$ cat src/rtl/ex_issue_pkg.sv
// Shared definitions for the execute-stage issue arbiter.
//   NUM_OC     : number of operand-collector entries
//   CNT_W_DEF  : default width of the optional performance counters
//   mem_state_t: memory-unit occupancy FSM encoding
package ex_issue_pkg;

  localparam int unsigned NUM_OC    = 4;
  localparam int unsigned PTR_W     = 2;
  localparam int unsigned CNT_W_DEF = 16;

  typedef enum logic {
    MEM_IDLE = 1'b0,
    MEM_BUSY = 1'b1
  } mem_state_t;

  // Index of the set bit in a one-hot 4-bit vector (0 when the vector is zero).
  function automatic logic [PTR_W-1:0] onehot_idx(input logic [NUM_OC-1:0] v);
    logic [PTR_W-1:0] idx;
    idx = '0;
    for (int i = 0; i < NUM_OC; i++) begin
      if (v[i]) idx = idx | PTR_W'(i);
    end
    return idx;
  endfunction

endpackage

$ cat src/rtl/ex_issue_arbiter_if.sv
// Issue bus between the operand collector and the execute-stage arbiter.
//   master : operand collector (drives Ready_Ex/IsMem_Ex/ALU_Stall/MEM_Done)
//   slave  : ex_issue_arbiter (drives grants, releases, Mem_Busy, counters)
// Optional macro ISSUE_PERF_CNT_EN adds the performance counter signals.
interface ex_issue_arbiter_if
  import ex_issue_pkg::*;
#(
  parameter int unsigned CNT_W = CNT_W_DEF
);
  logic [NUM_OC-1:0] Ready_Ex;
  logic [NUM_OC-1:0] IsMem_Ex;
  logic              ALU_Stall;
  logic              MEM_Done;
  logic [NUM_OC-1:0] ALU_Grt;
  logic [NUM_OC-1:0] MEM_Grt;
  logic [NUM_OC-1:0] Release_Ex;
  logic              Mem_Busy;
`ifdef ISSUE_PERF_CNT_EN
  logic [CNT_W-1:0]  Alu_Issue_Cnt;
  logic [CNT_W-1:0]  Mem_Issue_Cnt;
  logic [CNT_W-1:0]  Mem_Stall_Cnt;
`endif

  modport master (
    output Ready_Ex, IsMem_Ex, ALU_Stall, MEM_Done,
`ifdef ISSUE_PERF_CNT_EN
    input  Alu_Issue_Cnt, Mem_Issue_Cnt, Mem_Stall_Cnt,
`endif
    input  ALU_Grt, MEM_Grt, Release_Ex, Mem_Busy
  );

  modport slave (
    input  Ready_Ex, IsMem_Ex, ALU_Stall, MEM_Done,
`ifdef ISSUE_PERF_CNT_EN
    output Alu_Issue_Cnt, Mem_Issue_Cnt, Mem_Stall_Cnt,
`endif
    output ALU_Grt, MEM_Grt, Release_Ex, Mem_Busy
  );

endinterface

$ cat src/rtl/ex_issue_arbiter_rr_arb4.sv
// Combinational 4-way round-robin arbiter.
//   request : requesting entries
//   ptr     : highest-priority entry; search order ptr, ptr+1, ptr+2, ptr+3
//   grant   : one-hot winner, or zero when nothing requests
module rr_arb4
  import ex_issue_pkg::*;
(
  input  logic [NUM_OC-1:0] request,
  input  logic [PTR_W-1:0]  ptr,
  output logic [NUM_OC-1:0] grant
);

  logic [PTR_W-1:0] idx;
  logic             found;

  always_comb begin
    grant = '0;
    found = 1'b0;
    idx   = '0;
    for (int i = 0; i < NUM_OC; i++) begin
      idx = PTR_W'(ptr + PTR_W'(i));
      if (!found && request[idx]) begin
        grant[idx] = 1'b1;
        found      = 1'b1;
      end
    end
  end

endmodule

$ cat src/rtl/ex_issue_arbiter.sv
// Execute-stage issue arbiter: picks one ALU and one MEM instruction per cycle
// from the operand collector with independent round-robin pointers, and tracks
// memory-unit occupancy with a two-state FSM.
//   clk, rst : clock, asynchronous active-high reset
//   bus      : ex_issue_arbiter_if.slave (ready/class/stall/done in; grants,
//              releases, Mem_Busy and optional counters out)
// Optional macro ISSUE_PERF_CNT_EN adds saturating issue/stall counters.
module ex_issue_arbiter
  import ex_issue_pkg::*;
#(
  parameter int unsigned CNT_W = CNT_W_DEF
) (
  input  logic                clk,
  input  logic                rst,
  ex_issue_arbiter_if.slave   bus
);

  mem_state_t        state, state_nxt;
  logic [PTR_W-1:0]  alu_ptr, mem_ptr;
  logic [NUM_OC-1:0] alu_cand_c, mem_cand_c;
  logic [NUM_OC-1:0] alu_req_c, mem_req_c;
  logic [NUM_OC-1:0] alu_gnt_c, mem_gnt_c;
  logic              mem_allow_c;

  // Entries released last cycle are masked so they are never granted twice.
  assign alu_cand_c  = bus.Ready_Ex & ~bus.IsMem_Ex & ~bus.Release_Ex;
  assign mem_cand_c  = bus.Ready_Ex &  bus.IsMem_Ex & ~bus.Release_Ex;
  assign mem_allow_c = (state == MEM_IDLE) || bus.MEM_Done;
  assign alu_req_c   = bus.ALU_Stall ? '0 : alu_cand_c;
  assign mem_req_c   = mem_allow_c ? mem_cand_c : '0;

  rr_arb4 u_alu_arb (.request(alu_req_c), .ptr(alu_ptr), .grant(alu_gnt_c));
  rr_arb4 u_mem_arb (.request(mem_req_c), .ptr(mem_ptr), .grant(mem_gnt_c));

  // Memory FSM state register.
  always_ff @(posedge clk or posedge rst) begin
    if (rst) state <= MEM_IDLE;
    else     state <= state_nxt;
  end

  // Memory FSM next state; a grant in the MEM_Done cycle keeps the unit busy.
  always_comb begin
    state_nxt = state;
    case (state)
      MEM_IDLE: if (|mem_gnt_c) state_nxt = MEM_BUSY;
      MEM_BUSY: if (bus.MEM_Done && !(|mem_gnt_c)) state_nxt = MEM_IDLE;
      default:  state_nxt = MEM_IDLE;
    endcase
  end

  assign bus.Mem_Busy = (state == MEM_BUSY);

  // Registered grants and round-robin pointers.
  always_ff @(posedge clk or posedge rst) begin
    if (rst) begin
      bus.ALU_Grt    <= '0;
      bus.MEM_Grt    <= '0;
      bus.Release_Ex <= '0;
      alu_ptr        <= '0;
      mem_ptr        <= '0;
    end else begin
      bus.ALU_Grt    <= alu_gnt_c;
      bus.MEM_Grt    <= mem_gnt_c;
      bus.Release_Ex <= alu_gnt_c | mem_gnt_c;
      if (|alu_gnt_c) alu_ptr <= PTR_W'(onehot_idx(alu_gnt_c) + PTR_W'(1));
      if (|mem_gnt_c) mem_ptr <= PTR_W'(onehot_idx(mem_gnt_c) + PTR_W'(1));
    end
  end

`ifdef ISSUE_PERF_CNT_EN
  // Saturating performance counters.
  always_ff @(posedge clk or posedge rst) begin
    if (rst) begin
      bus.Alu_Issue_Cnt <= '0;
      bus.Mem_Issue_Cnt <= '0;
      bus.Mem_Stall_Cnt <= '0;
    end else begin
      if ((|alu_gnt_c) && (bus.Alu_Issue_Cnt != '1))
        bus.Alu_Issue_Cnt <= bus.Alu_Issue_Cnt + CNT_W'(1);
      if ((|mem_gnt_c) && (bus.Mem_Issue_Cnt != '1))
        bus.Mem_Issue_Cnt <= bus.Mem_Issue_Cnt + CNT_W'(1);
      if ((|mem_cand_c) && !mem_allow_c && (bus.Mem_Stall_Cnt != '1))
        bus.Mem_Stall_Cnt <= bus.Mem_Stall_Cnt + CNT_W'(1);
    end
  end
`endif

endmodule

$ cat src/flat_wrapper.sv
// flat-port wrapper written by rule: the top's interface ports become plain ports
module ex_issue_arbiter_flat import ex_issue_pkg::*;
#(
  parameter int unsigned CNT_W = CNT_W_DEF
)
  (clk, rst, bus_Ready_Ex, bus_IsMem_Ex, bus_ALU_Stall, bus_MEM_Done, bus_ALU_Grt, bus_MEM_Grt, bus_Release_Ex, bus_Mem_Busy);
  ex_issue_arbiter_if #(.CNT_W(CNT_W)) bus_i ();
  input  logic clk;
  input  logic rst;
  input wire logic [$bits(bus_i.Ready_Ex)-1:0] bus_Ready_Ex;
  input wire logic [$bits(bus_i.IsMem_Ex)-1:0] bus_IsMem_Ex;
  input wire logic [$bits(bus_i.ALU_Stall)-1:0] bus_ALU_Stall;
  input wire logic [$bits(bus_i.MEM_Done)-1:0] bus_MEM_Done;
  output wire logic [$bits(bus_i.ALU_Grt)-1:0] bus_ALU_Grt;
  output wire logic [$bits(bus_i.MEM_Grt)-1:0] bus_MEM_Grt;
  output wire logic [$bits(bus_i.Release_Ex)-1:0] bus_Release_Ex;
  output wire logic [$bits(bus_i.Mem_Busy)-1:0] bus_Mem_Busy;
  assign bus_i.Ready_Ex = bus_Ready_Ex;
  assign bus_i.IsMem_Ex = bus_IsMem_Ex;
  assign bus_i.ALU_Stall = bus_ALU_Stall;
  assign bus_i.MEM_Done = bus_MEM_Done;
  assign bus_ALU_Grt = bus_i.ALU_Grt;
  assign bus_MEM_Grt = bus_i.MEM_Grt;
  assign bus_Release_Ex = bus_i.Release_Ex;
  assign bus_Mem_Busy = bus_i.Mem_Busy;
  ex_issue_arbiter #(.CNT_W(CNT_W)) u_core (.clk(clk), .rst(rst), .bus(bus_i));
endmodule
$ cat config.mk
export PLATFORM = sky130hd
export DESIGN_NAME = ex_issue_arbiter_flat
export DESIGN_NICKNAME = d
export VERILOG_FILES = /design/src/rtl/ex_issue_pkg.sv /design/src/rtl/ex_issue_arbiter_if.sv /design/src/rtl/ex_issue_arbiter_rr_arb4.sv /design/src/rtl/ex_issue_arbiter.sv /design/src/flat_wrapper.sv
export SDC_FILE = /design/constraint.sdc
export NUM_CORES = 1
export LEC_CHECK = 0
export ABC_AREA = 1
export CELL_PAD_IN_SITES_DETAIL_PLACEMENT = 1
export CELL_PAD_IN_SITES_GLOBAL_PLACEMENT = 2
export CORE_ASPECT_RATIO = 0.7
export CORE_MARGIN = 2
export CORE_UTILIZATION = 33
export CTS_CLUSTER_DIAMETER = 40
export DETAILED_ROUTE_END_ITERATION = 16
export GPL_ROUTABILITY_DRIVEN = 0
export PLACE_DENSITY = 0.95
export SLEW_MARGIN = 20
export SYNTH_ARGS = -nofsm -noshare
export SYNTH_HDL_FRONTEND = slang
export SYNTH_SLANG_ARGS = --single-unit
$ cat constraint.sdc
create_clock -name clk -period 4.74 [get_ports clk]
set_input_delay 0.474 -clock clk [delete_from_list [all_inputs] [get_ports clk]]
set_output_delay 0.474 -clock clk [all_outputs]
set_load 0.02 [all_outputs]
# [Word level (Yosys, flattened, before mapping)]
# Cells that the tools add are included.
[totals] regBits=17 output_inout_bits=13 elab_cells=128
[classes] mux=59 reduce_logical=25 n_addsub=8 n_lt_le_gt_ge=16 bitwise_logic=14
[op_table] cell="$mux W4" count=10
[op_table] cell="$or A4 B4 Y4" count=7
[op_table] cell="$mux W1" count=26
[op_table] cell="$lt A2 B3 Y1 const B" count=8
[op_table] cell="$and A4 B4 Y4" count=4
[op_table] cell="$bmux W1 S2" count=8
[op_table] cell="$demux W1 S2" count=8
[op_table] cell="$ge A2 B1 Y1 const B" count=8
[op_table] cell="$logic_and A1 B1 Y1" count=15
[op_table] cell="$mux W2" count=6
[op_table] cell="$add A2 B1 Y2 const B" count=4
[op_table] cell="$add A2 B2 Y2 const B" count=4
[op_table] cell="$not A4 Y4" count=2
[op_table] cell="$reduce_or A4 Y1" count=2
[op_table] cell="$logic_not A1 Y1" count=7
[op_table] cell="$pmux W1 S2" count=1
[op_table] cell="$logic_or A1 B1 Y1" count=1
[op_table] cell="$not A1 Y1" count=1

# [Depth between registers and ports, before layout]
[logic_depth] word_depth=21 mapped_depth=14

# [Modules after synthesis]
# From an unflattened synthesis, not the netlist that was laid out.
[unflattened] hier_cells=214 area_unflattened_um2=1447.6
[modules_own_cells] module="ex_issue_arbiter" n_inst=1 cells_each=68 area_each_um2=651.9 seq_area_each_um2=425.4
[modules_own_cells] module="rr_arb4 (u_core.u_mem_arb)" n_inst=1 cells_each=73 area_each_um2=399.1 seq_area_each_um2=0.0
[modules_own_cells] module="rr_arb4 (u_core.u_alu_arb)" n_inst=1 cells_each=73 area_each_um2=396.6 seq_area_each_um2=0.0

# [Worst setup path after synthesis]
# OpenSTA, ideal clock, no wires.
[synth_timing] kind="reg2reg" startpoint="register u_core.mem_ptr[1]" endpoint="register u_core.mem_ptr[1]" arrival_ps=1686 slack_ps=2936 required_ps=4622 path_stages_with_launch=12 period_less_slack_ps=1804 cell_sequence="dfrtp_1 > inv_1 > ha_1 > inv_1 > nand3_1 > nand2_1 > nor2_4 > nand3_1 > nand3_2 > nand2_1 > nand3_1 > nand2_1"
[synth_via] elab_chain_len=17 elab_cells_between_ends=53
[synth_lines] element="start: declaration" line_no="ex_issue_arbiter.sv:19" rtl="logic [PTR_W-1:0] alu_ptr, mem_ptr;"
[synth_lines] element="start signal: assignment" line_no="ex_issue_arbiter.sv:66" rtl="if (|mem_gnt_c) mem_ptr <= PTR_W'(onehot_idx(mem_gnt_c) + PTR_W'(1));"
[synth_lines] element="branches (longest 11 deep; another with $lt A2 B3 Y1)"
[synth_lines] element="$mux W4 (*)" line_no="ex_issue_arbiter_rr_arb4.sv:22" rtl="if (!found && request[idx]) begin"
[synth_lines] element="net u_core.mem_gnt_c[1]" line_no="ex_issue_arbiter.sv:22" rtl="logic [NUM_OC-1:0] alu_gnt_c, mem_gnt_c;"
[synth_lines] element="$mux W1" line_no="ex_issue_pkg.sv:21" rtl="if (v[i]) idx = idx | PTR_W'(i);"
[synth_lines] element="$mux W2 (2 in series)" line_no="ex_issue_pkg.sv:21"
[synth_lines] element="$mux W2" line_no="ex_issue_arbiter.sv:66"
[synth_lines] element="$add A2 B1 Y2" line_no="ex_issue_arbiter.sv:66"
# Mark *: on every way through the listed nets, which the timed path passes. The select of a mux whose other input is x is not followed.
# A chain may end at the register's enable or synchronous reset.

# [Final worst setup path]
# Same ends and word-level chain as after synthesis.

==> flow_metrics.env <==
export IMPL_status="complete, no violations"
export IMPL_dpl_cell_area_sq_um=1836
export IMPL_cp_start_kind="register"
export IMPL_h_tree_depth=1
export IMPL_setup_tns_ps=0
export IMPL_antenna_found_initial=0
export IMPL_grt_overflow=0
export IMPL_critPathArrivalTime_ps=2270
export IMPL_period_needed_ps=2116
export IMPL_grt_first_pass_wirelength_um=6975
export IMPL_coreArea_sq_um=4404
export IMPL_ys_types=21
export IMPL_io_buffers=24
export IMPL_synthFlopType="dfrtp_1"
export IMPL_cap_viol_max_count=0
export IMPL_postLayoutCoreUtil_pct=42.73
export IMPL_path_class="reg2reg"
export IMPL_n_fill_cell=563
export IMPL_rsz0062_at_grt="no"
export IMPL_final_layout_size_suffix_gt1_share_pct=20.69
export IMPL_hold_path_class="in2async"
export IMPL_setup_viol=0
export IMPL_power_total_w=0.001265
export IMPL_route_detailed_drc=0
export IMPL_diodes=0
export IMPL_finalMaxSlewViolations=0
export IMPL_ys_async_sr_fraction_pct=100.0
export IMPL_cts_inserted_buffers=3
export IMPL_clk_latency_ps=260
export IMPL_fin_nets=257
export IMPL_area_delta_synth_final_pct=23.28
export IMPL_p_leak_nw=1.022
export IMPL_cts_sinks=17
export IMPL_initial_core_util_pct=34.66
export IMPL_grt_max_degree=18
export IMPL_maxSlewHeadroom_pct=56.77
export IMPL_synth_avg_cell_area_sq_um=7.483
export IMPL_synth_edff_count=0
export IMPL_die_y_um=60.91
export IMPL_grt_util_all_layers_pct=17.36
export IMPL_synth_seq_area_share_pct=27.87
export IMPL_crit_fanout=9
export IMPL_endpoint_kind="register"
export IMPL_netlist_area_sq_um=1526
export IMPL_synthesis_nets=228
export IMPL_cts_resized=0
export IMPL_dieArea_sq_um=5195
export IMPL_ant_nets=0
export IMPL_finalHoldViolCount=0
export IMPL_drtPass1Iterations=4
export IMPL_die_x_um=85.29
export IMPL_fp_row_count=20
export IMPL_clock_fmax_ghz=0.4725
export IMPL_clock_skew_ps=2.384
export IMPL_p_per_area_nw_per_um2=672.0
export IMPL_hold_buffers=0
export IMPL_required_ps=4890
export IMPL_finalInstanceArea_sq_um=1882
export IMPL_ios=25
export IMPL_tritoncts="done"
export IMPL_synthCells=204
export IMPL_post_cts_setup_buffers=0
export IMPL_clockBufferDepth=2
export IMPL_root_buffer="clkbuf_8"
export IMPL_synth_seq_cells=17
export IMPL_dpl_hpwl_um=3239
export IMPL_cts_clk_slew_worst_paths_ps=70
export IMPL_tightest_slew_ps=647.8
export IMPL_yosys_warnings=0
export IMPL_irDropWorstVdd_v=0.0002145
export IMPL_post_drt_wl_per_cell_um=14.23
export IMPL_stdcell_count=287
export IMPL_placed_cells=283
export IMPL_finalWirelength_um=4084
export IMPL_drt_iter0_drc=40
export IMPL_first_global_vias=1402
export IMPL_vias=1418
export IMPL_vias_per_cell=4.941
export IMPL_min_period_over_period_pct=44.65
[cells in the mapped netlist (2+ instances only)]
| master | instances | area, sq um |
|---|---|---|
| nand3_1 | 41 | 205.2 |
| nor2_1 | 11 | 41.29 |
| nand2_2 | 9 | 56.30 |
| dfrtp_1 | 17 | 425.4 |
| nand3_2 | 9 | 90.09 |
| nand2_1 | 48 | 180.2 |
| nor2_8 | 2 | 40.04 |
| inv_1 | 21 | 78.83 |
| nand2_4 | 5 | 56.30 |
| nor2_2 | 6 | 37.54 |
| inv_2 | 7 | 26.28 |
| ha_1 | 12 | 150.1 |
| nand4_1 | 6 | 37.54 |
| nor2_4 | 3 | 33.78 |
[stage by stage]
stage          hold WS, ps  setup WS (ps)
2_1_floorplan        400.1           2936
3_3_place_gp         619.8           2482
3_5_place_dp         639.9           2433
4_1_cts              620.7           2588
5_1_grt              653.4           2409
6_report             594.5           2624
[state kept, by name, indices dropped and copies added (netlist names)]
signal / cells
u_core.alu_ptr: 2
u_core.bus.ALU_Grt: 4
u_core.bus.MEM_Grt: 4
u_core.bus.Mem_Busy: 1
u_core.bus.Release_Ex: 4
u_core.mem_ptr: 2
[final timing paths]
path | start | end | cells after the start | slack [ps]
max | u_core.mem_ptr[1]$_DFFE_PP0P_ | u_core.mem_ptr[1]$_DFFE_PP0P_ | 11 | 2620
min | rst | u_core.bus.ALU_Grt[1]$_DFF_PP0_ | 2 | 590
max reg2reg | u_core.mem_ptr[1]$_DFFE_PP0P_ | u_core.mem_ptr[1]$_DFFE_PP0P_ | 11 | 2620
min reg2reg | u_core.bus.Mem_Busy$_DFF_PP0_ | u_core.bus.Mem_Busy$_DFF_PP0_ | 2 | 640
max in group asynchronous | rst | u_core.mem_ptr[1]$_DFFE_PP0P_ | 2 | 3730
min in group clk | u_core.bus.Mem_Busy$_DFF_PP0_ | u_core.bus.Mem_Busy$_DFF_PP0_ | 2 | 640
[critical path, stage by stage (launching register included)]
cell and delay, ps:
dfrtp_1 530, inv_1 210, ha_1 380, inv_1 80, nand3_1 80, nand2_1 90
nor2_4 170, nand3_1 130, nand3_2 140, nor2_4 50, nand3_1 80, nand2_1 60
[cells in the final DEF (no fill, tap or decap)]
| cell type | count |
|---|---|
| nand2_1 | 48 |
| inv_1 | 21 |
| clkinv_1 | 1 |
| nor2_1 | 11 |
| nand3_1 | 41 |
| a21oi_2 | 1 |
| clkinv_2 | 1 |
| or2_1 | 1 |
| dfrtp_1 | 17 |
| nand2_2 | 9 |
| clkdlybuf4s50_1 | 24 |
| and3_1 | 1 |
| inv_2 | 7 |
| nor2_2 | 6 |
| ha_1 | 12 |
| clkbuf_8 | 3 |
| nand3_2 | 9 |
| nand2_4 | 5 |
| nand3b_4 | 1 |
| nand3_4 | 1 |
| nor2_4 | 3 |
| nor2_8 | 2 |
| nand4_1 | 6 |
| a21oi_1 | 1 |
[final cells by class]
type | count | area, sq um | share of cell area (%)
well taps | 55 | 68.82 | 3.657
clock inverters | 1 | 5.005 | 0.2660
repair buffers | 24 | 240.2 | 12.77
inverters | 29 | 108.9 | 5.785
clock buffers | 3 | 41.29 | 2.194
multi-input cells | 158 | 992.2 | 52.73
flip-flops and latches | 17 | 425.4 | 22.61
[cell families (layout without fill, tap and decap cells)]
logic type / after synthesis / in the layout / synth area share [%]
AND/OR/NAND/NOR: 144 / 144 / 54.26
flip-flops: 17 / 17 / 27.87
adder cells (fa/ha/maj): 12 / 12 / 9.836
buffers and inverters: 29 / 57 / 7.132
AO/OA/AOI/OAI: 2 / 2 / 0.9014
[power by group]
group          switching (W)  leakage (nW)  internal, W
clock              0.0000549        0.0255    0.0000586
combinational       0.000561         0.777     0.000318
sequential         0.0000668         0.219     0.000205
[metal layers]
layer,global-route usage [%],vias up,wire [um]
met2,24.67,35,1605
li1,-,713,-
met3,2.449,5,192
met5,0,-,0
met1,26.95,665,2237
met4,5.442,0,49
Note: power is estimated with default switching activity, not from simulation.
